File: src/rtl/pattern_scan_ctrl.sv
// Sequencing controller for the shift-then-compare pattern matcher: feeds packet words, aligns delayed hits, reports one result per packet.
// Optional per-packet hit counter output res_hits_o is enabled by defining PATTERN_SCAN_HITCNT_EN.
//
// state  | meaning
// IDLE   | waiting for a sop beat; pattern writes accepted
// SCAN   | streaming packet words to the matcher
// DRAIN  | waiting MATCH_LAT cycles for hits of the last words
// REPORT | result held on res_* until consumer is ready
// CLEAR  | one-cycle matcher flush before the next packet
module pattern_scan_ctrl #(
  parameter int DATA_WIDTH = 64,
  parameter int MATCH_LAT  = 2,
  parameter int WCNT_W     = 12
) (
  input  logic                  clock,
  input  logic                  reset,
  input  logic [DATA_WIDTH-1:0] cfg_pattern_i,
  input  logic                  cfg_we_i,
  output logic                  cfg_busy_o,
  input  logic [DATA_WIDTH-1:0] in_data_i,
  input  logic                  in_valid_i,
  input  logic                  in_sop_i,
  input  logic                  in_eop_i,
  output logic                  in_ready_o,
  output logic [DATA_WIDTH-1:0] mat_data_o,
  output logic [DATA_WIDTH-1:0] mat_pattern_o,
  output logic                  mat_clear_o,
  input  logic                  mat_hit_i,
  output logic                  res_valid_o,
  input  logic                  res_ready_i,
  output logic                  res_match_o,
  output logic [WCNT_W-1:0]     res_first_o,
  output logic [WCNT_W-1:0]     res_words_o
`ifdef PATTERN_SCAN_HITCNT_EN
  ,
  output logic [15:0]           res_hits_o
`endif
);

  localparam logic [2:0] S_IDLE   = 3'd0;
  localparam logic [2:0] S_SCAN   = 3'd1;
  localparam logic [2:0] S_DRAIN  = 3'd2;
  localparam logic [2:0] S_REPORT = 3'd3;
  localparam logic [2:0] S_CLEAR  = 3'd4;

  localparam logic [2:0] DRAIN_LOAD = 3'(MATCH_LAT - 1);

  logic [2:0]            state_q, state_d;
  logic [2:0]            drain_cnt_q;
  logic [DATA_WIDTH-1:0] pattern_q;
  logic [DATA_WIDTH-1:0] mat_data_q;
  logic [WCNT_W-1:0]     wcnt_q;
  logic                  res_match_q;
  logic [WCNT_W-1:0]     res_first_q;
  logic                  tag_vld_q [MATCH_LAT];
  logic [WCNT_W-1:0]     tag_idx_q [MATCH_LAT];

  logic                  beat;
  logic                  pkt_beat;
  logic                  tag_hit;
  logic [WCNT_W-1:0]     cur_idx;

  assign in_ready_o  = (state_q == S_IDLE) || (state_q == S_SCAN);
  assign beat        = in_valid_i & in_ready_o;
  // In IDLE only a sop beat starts a packet; stray words are dropped.
  assign pkt_beat    = beat & ((state_q == S_SCAN) | in_sop_i);
  assign cur_idx     = (state_q == S_IDLE) ? '0 : wcnt_q;
  assign tag_hit     = mat_hit_i & tag_vld_q[MATCH_LAT-1];

  assign cfg_busy_o    = (state_q != S_IDLE);
  assign res_valid_o   = (state_q == S_REPORT);
  assign mat_clear_o   = (state_q == S_CLEAR);
  assign mat_data_o    = mat_data_q;
  assign mat_pattern_o = pattern_q;
  assign res_match_o   = res_match_q;
  assign res_first_o   = res_first_q;
  assign res_words_o   = wcnt_q;

  always_comb begin
    state_d = state_q;
    case (state_q)
      S_IDLE:   if (pkt_beat) state_d = in_eop_i ? S_DRAIN : S_SCAN;
      S_SCAN:   if (beat && in_eop_i) state_d = S_DRAIN;
      S_DRAIN:  if (drain_cnt_q == 3'd0) state_d = S_REPORT;
      S_REPORT: if (res_ready_i) state_d = S_CLEAR;
      S_CLEAR:  state_d = S_IDLE;
      default:  state_d = S_IDLE;
    endcase
  end

`ifdef PATTERN_SCAN_HITCNT_EN
  logic [15:0] hit_cnt_q;
  assign res_hits_o = hit_cnt_q;

  always_ff @(posedge clock) begin
    if (reset || state_q == S_CLEAR) begin
      hit_cnt_q <= '0;
    end else if (tag_hit && hit_cnt_q != 16'hFFFF) begin
      hit_cnt_q <= hit_cnt_q + 16'd1;
    end
  end
`endif

  always_ff @(posedge clock) begin
    if (reset) begin
      state_q     <= S_IDLE;
      drain_cnt_q <= '0;
      pattern_q   <= '0;
      mat_data_q  <= '0;
      wcnt_q      <= '0;
      res_match_q <= 1'b0;
      res_first_q <= '0;
      for (int i = 0; i < MATCH_LAT; i++) begin
        tag_vld_q[i] <= 1'b0;
        tag_idx_q[i] <= '0;
      end
    end else begin
      state_q <= state_d;

      if (state_q == S_IDLE && cfg_we_i) pattern_q <= cfg_pattern_i;

      mat_data_q   <= pkt_beat ? in_data_i : '0;
      // Tag pipe output lines up with mat_hit_i for the same word.
      tag_vld_q[0] <= pkt_beat;
      tag_idx_q[0] <= cur_idx;
      for (int i = 1; i < MATCH_LAT; i++) begin
        tag_vld_q[i] <= tag_vld_q[i-1];
        tag_idx_q[i] <= tag_idx_q[i-1];
      end

      if (state_q != S_DRAIN && state_d == S_DRAIN) begin
        drain_cnt_q <= DRAIN_LOAD;
      end else if (state_q == S_DRAIN && drain_cnt_q != 3'd0) begin
        drain_cnt_q <= drain_cnt_q - 3'd1;
      end

      if (state_q == S_CLEAR) begin
        wcnt_q      <= '0;
        res_match_q <= 1'b0;
        res_first_q <= '0;
      end else begin
        if (pkt_beat) begin
          if (state_q == S_IDLE) begin
            wcnt_q <= {{(WCNT_W-1){1'b0}}, 1'b1};
          end else if (wcnt_q != {WCNT_W{1'b1}}) begin
            wcnt_q <= wcnt_q + 1'b1;
          end
        end
        if (tag_hit && !res_match_q) begin
          res_match_q <= 1'b1;
          res_first_q <= tag_idx_q[MATCH_LAT-1];
        end
      end
    end
  end

endmodule

File: config.mk
export PLATFORM = sky130hd
export DESIGN_NAME = pattern_scan_ctrl
export DESIGN_NICKNAME = d
export VERILOG_FILES = /design/src/rtl/pattern_scan_ctrl.sv
export SDC_FILE = /design/constraint.sdc
export NUM_CORES = 1
export LEC_CHECK = 0
export ABC_AREA = 0
export CORE_MARGIN = 2
export CORE_UTILIZATION = 36
export DETAILED_ROUTE_END_ITERATION = 6
export HOLD_SLACK_MARGIN = 0.15
export PLACE_DENSITY = 0.84
export SYNTH_ARGS = -nofsm -noshare
export SYNTH_HDL_FRONTEND = slang
export SYNTH_SLANG_ARGS = --single-unit
File: constraint.sdc
create_clock -name clock -period 1.5 [get_ports clock]
set_input_delay 0.375 -clock clock [delete_from_list [all_inputs] [get_ports clock]]
set_output_delay 0.375 -clock clock [all_outputs]
set_load 0.01 [all_outputs]
Word-level counts from Yosys, hierarchy flattened
Memories as Yosys holds them, arrays and structs flattened. A register that Yosys moved wholly into a read port is not among the register bits. Index checks and enable logic that the tools add are counted.

Equal/unequal tests: 7. Muxes and demuxes: 18. Add/sub/neg operators: 2. Reductions and logical operators: 17. Bitwise logic cells: 9.

Operator list (count): $mux W12 (5); $add A12 B1 Y12 const B (1); $mux W3 (4); $ne A12 B12 Y1 const B (1); $pmux W3 S4 (1); $eq A3 B2 Y1 const B (3); $mux W1 (7); $logic_not A3 Y1 (2); $reduce_bool A3 Y1 (2); $reduce_or A2 Y1 (3); $logic_and A1 B1 Y1 (5); $or A1 B1 Y1 (5); $reduce_bool A2 Y1 (2); $and A1 B1 Y1 (3); $eq A3 B1 Y1 const B (1); $eq A3 B3 Y1 const B (1); $ne A3 B2 Y1 const B (1); $sub A3 B1 Y3 const B (1); $mux W2 (1); $reduce_and A2 Y1 (1); $logic_not A1 Y1 (1); $logic_or A1 B1 Y1 (1); $not A1 Y1 (1).

Bits of input ports: 136. Memories kept: 2. Logic and storage cells: 62. Bits in registers: 147. Bits in writable memories: 26. Output and inout bits: 157.

Memories: tag_idx_q (words 2, bits a word 12, rd ports 2, clocked after memory_dff 1, write ports 2, RTL line 56) `logic [WCNT_W-1:0] tag_idx_q [MATCH_LAT];`; tag_vld_q (words 2, bits a word 1, rd ports 2, clocked after memory_dff 0, write ports 2, RTL line 55) `logic tag_vld_q [MATCH_LAT];`.

Longest topological paths before layout
Gate-level depths: netlist (run 1).

Word-level depth: 9. Depth in mapped cells: 8. Depth with buffers taken out: 6.

Least setup slack after synthesis (run 1)
Ideal clock, no wire load.

Path type: reg2reg. From: reg wcnt_q[0], in the netlist res_words_o[0]. To: reg wcnt_q[11], in the netlist res_words_o[11]. Data required time: 1.428 ns. Period minus slack after synthesis: 1.683 ns. Setup time: 0.072 ns. Cell stages (with the launch flop): 7. Slack: -0.183 ns. Path buffers: 1. Arrival: 1.611 ns. Cells stage by stage: dfxtp_1 -> ha_1 -> and3_1 -> and4_4 -> buf_6 -> nor4b_1 -> mux2i_1.

Longest elaborated chain between the ends: 3. Elaborated cells between the ends (all ways): 6. Those cells by class: add/sub (1); eq/ne (1); mux (2); reduce/logical (2).

Ends and longest elaborated chain: from (decl) (RTL line 52) `logic [WCNT_W-1:0] wcnt_q;`; from (signal assigned) (RTL line 144) `wcnt_q <= {{(WCNT_W-1){1'b0}}, 1'b1};`; from (signal assigned) (RTL line 146) `wcnt_q <= wcnt_q + 1'b1;`; $add A12 B1 Y12 / $ne A12 B12 Y1 (equally long branches) (RTL line 146, 145); $mux W12 / $reduce_bool A2 Y1 (equally long branches); $mux W12 / $reduce_and A2 Y1 (equally long branches).

Several ways; a longest one is shown, not always the timed one. The select of a mux whose other input is x is not followed. A chain may end at the register's enable or synchronous reset.

Worst setup path after layout (run 1)
From: reg state_q[2]. To: reg mat_data_q[62], in the netlist mat_data_o[62].

Longest elaborated chain between the ends: 6. Elaborated cells between the ends (all ways): 8. Those cells by class: eq/ne (1); bitwise (4); reduce/logical (3).

Ends and longest elaborated chain: from (decl) (RTL line 48) `logic [2:0] state_q, state_d;`; from (signal assigned) (RTL line 118) `state_q <= state_d;`; $eq A3 B1 Y1 / $logic_not A3 Y1 (equally long branches) (RTL line 63, 66); $logic_or A1 B1 Y1 (RTL line 63) `assign in_ready_o = (state_q == S_IDLE) || (state_q == S_SCAN);`; $and A1 B1 Y1 (RTL line 64) `assign beat = in_valid_i & in_ready_o;`; $and A1 B1 Y1 * (RTL line 66) `assign pkt_beat = beat & ((state_q == S_SCAN) | in_sop_i);`; $not A1 Y1 (no source line) *; $reduce_or A2 Y1 (no source line) *; to (signal assigned) (RTL line 122) `mat_data_q <= pkt_beat ? in_data_i : '0;`; to (decl) (RTL line 51) `logic [DATA_WIDTH-1:0] mat_data_q;`.

Mark *: on every way between the ends. The rest lies on a longest branch, timed or not.

==> metrics.cfg, run 1 <==
[floorplanning]
fp.coreArea_sq_mm=0.0166
dieWidth_um=134
start_util=0.367
die_h_um=134
ios=293
dieArea_sq_mm=0.0180
rows=47

[synth]
yosys_register_bits=185
avgSynthCellArea_sq_um=9.39
synth_edf_count=0
seq_area_frac_synth=0.609
synth_area_sq_mm=0.00609
synthCells=648
yosysUniqueCellTypes=45
yosysTopAreaCell=dfxtp_1
ys.flop_type=dfxtp_1
yosys-top-cells-count=dfxtp_1 (185), nand2_1 (163), a21oi_1 (86), and2_1 (79), clkbuf_1 (25)
synth.most_common_cell=dfxtp_1
yosysWarningCount=0
synthTopCellsByArea=dfxtp_1 (61%), nand2_1 (10%), and2_1 (8.1%)
async_flop_share=0
synth_top_area_frac=0.609
synth.net_count=787

[cts]
h-tree-depth=4
numCtsBuffers=17
clk_latency_ns=0.42
holdBufCountCts=0
cts_tree=done
cts.path.max_buffers=2
path_clk_slew_ns=0.07
cts_sinks=185
cts_root_buf=clkbuf_16

[sta]
fmax_ghz=0.605
setup_viol=78
period_minus_slack_ns=1.65
worst_slack_ns=-0.153
slew_headroom=0.724
grt_setup_unrepaired=yes
report.final.hold_viol_count=0
worst_pin_slew_ns=0.415
whs_ns=0.431
fin_skew_ns=0.0107
drv_slew=0
post-route-period-util=1.10

[final_layout]
drive_gt1_frac=0.193
syn_to_final_growth_pct=74.8
final_util=0.642
final-seq-area_sq_mm=0.00373
finalNetCount=1134
multiInputGateArea_sq_mm=0.00258
nFillCells=1357

[power]
peakVddDrop_mv=0.701
p_per_area_mw_per_mm2=1080
power_frac_clock=0.376
p_leak_uw=0.00477
total_power_uw=11500
p_int_uw=8520
combinationalPowerShare=0.166
p_sw_frac=0.256
seqPwrFrac=0.458
p_sw_uw=2940

[grt]
antenna_found_initial=1
grt_max_degree=48
grt.overflow.total=0
grt_pass1_vias=5626
grt_busiest_layer=met2
met2_usage=0.359
gr-usage-met1=0.206
grt.total_usage=0.201
grt_pass1_wl_mm=28.2
grtUsageMet3=0.0760

[critical_path]
path_cells=buf_6 -> nor2_4 -> buf_6 -> nand3_4 -> buf_6 -> nor2_4 -> buf_6 -> clkbuf_16 -> and2_1
crit_top_cell=buf_6
cp_data_required_time_ns=1.86
crit_slowest_cell=dfxtp_4
cp-start-kind=flip-flop
critical_path_class=reg -> reg
cp.buffers_inverters=5
crit_path_end_kind=flip-flop
critPathMaxStageDelay_ns=0.38
crit_family=buffers and inverters
path_max_fanout=12
cp.arrival_ns=2.01

[run]
maxCapViolCount=0

[status]
violations=setup timing
status=finished with violations

[route]
drtIter0Drc=217
wl_per_cell_um=15.8
viasPerCell=4.67
detail-route-antenna-nets=0
wl_mm=19.4
drc_errors=0
dr.pass1.iters=4
num_vias=5744

[placement]
io_buffers=292
gp_congestion=0.838
place_hpwl_mm=12.9

[worst_hold_path]
hold_path_class=reg -> reg

sequential cells by signal, summed over array words and instances, names as in the netlist:
register       flops
mat_pattern_o     64
mat_data_o        64
tag_idx_q         24
res_match_o        1
tag_vld_q          2
drain_cnt_q        3
state_q            3
res_words_o       12
res_first_o       12
metrics by stage:
step	area [sq um]	TNS (ns)	setup WS, ns	cells
floorplan	6130	-0.0711	-0.0580	648
global placement	9560	-38.14	-0.453	1168
detailed placement	9560	-42.15	-0.473	1168
CTS	10200	-9.28	-0.187	1215
global route	10600	-13.58	-0.214	1229
finish	10600	-7.68	-0.153	1229
cell usage in the layout, fill, tap and decap left out, drive strengths merged, types with 2 or more instances in the layout:
cell and instances:
clkinv 2, nand3b 3, nor3b 2, nand2 163
and3 5, or2 3, nand3 10, and4 4
clkdlybuf4s15 7, mux2i 5, dlygate4sd2 142, nor2 10
or4 6, clkbuf 22, ha 3, o31ai 5
clkdlybuf4s50 134, a21oi 86, and2 79, nor3 5
dfxtp 185, buf 78, nor2b 14, inv 13
nand4 2, nor4b 2
final timing paths:
path	from	end	slack (ns)	cells after the start
worst max-delay path	state_q[2]	mat_data_o[62]	-0.15	9
worst min-delay path	tag_idx_q[0][8]	tag_idx_q[1][8]	0.43	1
worst max register to register	state_q[2]	mat_data_o[62]	-0.15	9
worst min register to register	tag_idx_q[0][8]	tag_idx_q[1][8]	0.43	1
what timing repair did:
action | 4_1_cts | 5_1_grt
cloned | 4 | 5
hold endpoints to repair | 0 | 0
pin swaps | 24 | 26
endpoints found under the setup margin | 299 | 127
resized for setup | 225 | 77
buffers inserted | 11 | 10
power by group through the flow:
stage	Clock, uW	Sequential, uW	Combinational [uW]
after detailed placement	0	5360	1690
after floorplan	0	5460	533
after global routing	4640	5270	2040
after global placement	0	5350	1660
final	4310	5240	1900
after CTS	4440	5250	1700
logic make-up after synthesis:
| group | synth area share |
|---|---|
| XOR/XNOR | 0.00144 |
| multiplexers | 0.00822 |
| AND/OR/NAND/NOR | 0.252 |
| adder cells (fa/ha/maj) | 0.00617 |
| flip-flops | 0.609 |
| buffers and inverters | 0.0317 |
| AO/OA/AOI/OAI | 0.0917 |
cell type report:
class,instances,area share
flip-flops and latches,185,0.351
repair buffers,364,0.326
multi-input cells,423,0.243
clock buffers,19,0.0407
well taps,220,0.0259
clock inverters,13,0.0123
inverters,4,0.00141
diodes,1,0.000235
routing by layer:
metal	vias to the layer above	wire (um)
li1	2816	-
met2	234	10200
met5	-	0
met4	0	527
met1	2661	7060
met3	33	1620
(Power assumes the default switching activity.)
==> inputs of run 2 (changes only) <==
ABC_CLOCK_PERIOD_IN_PS = 1500   (was not set)
==> results of run 2 <==
Final layout, timing and power as in run 1 (identical DEF).
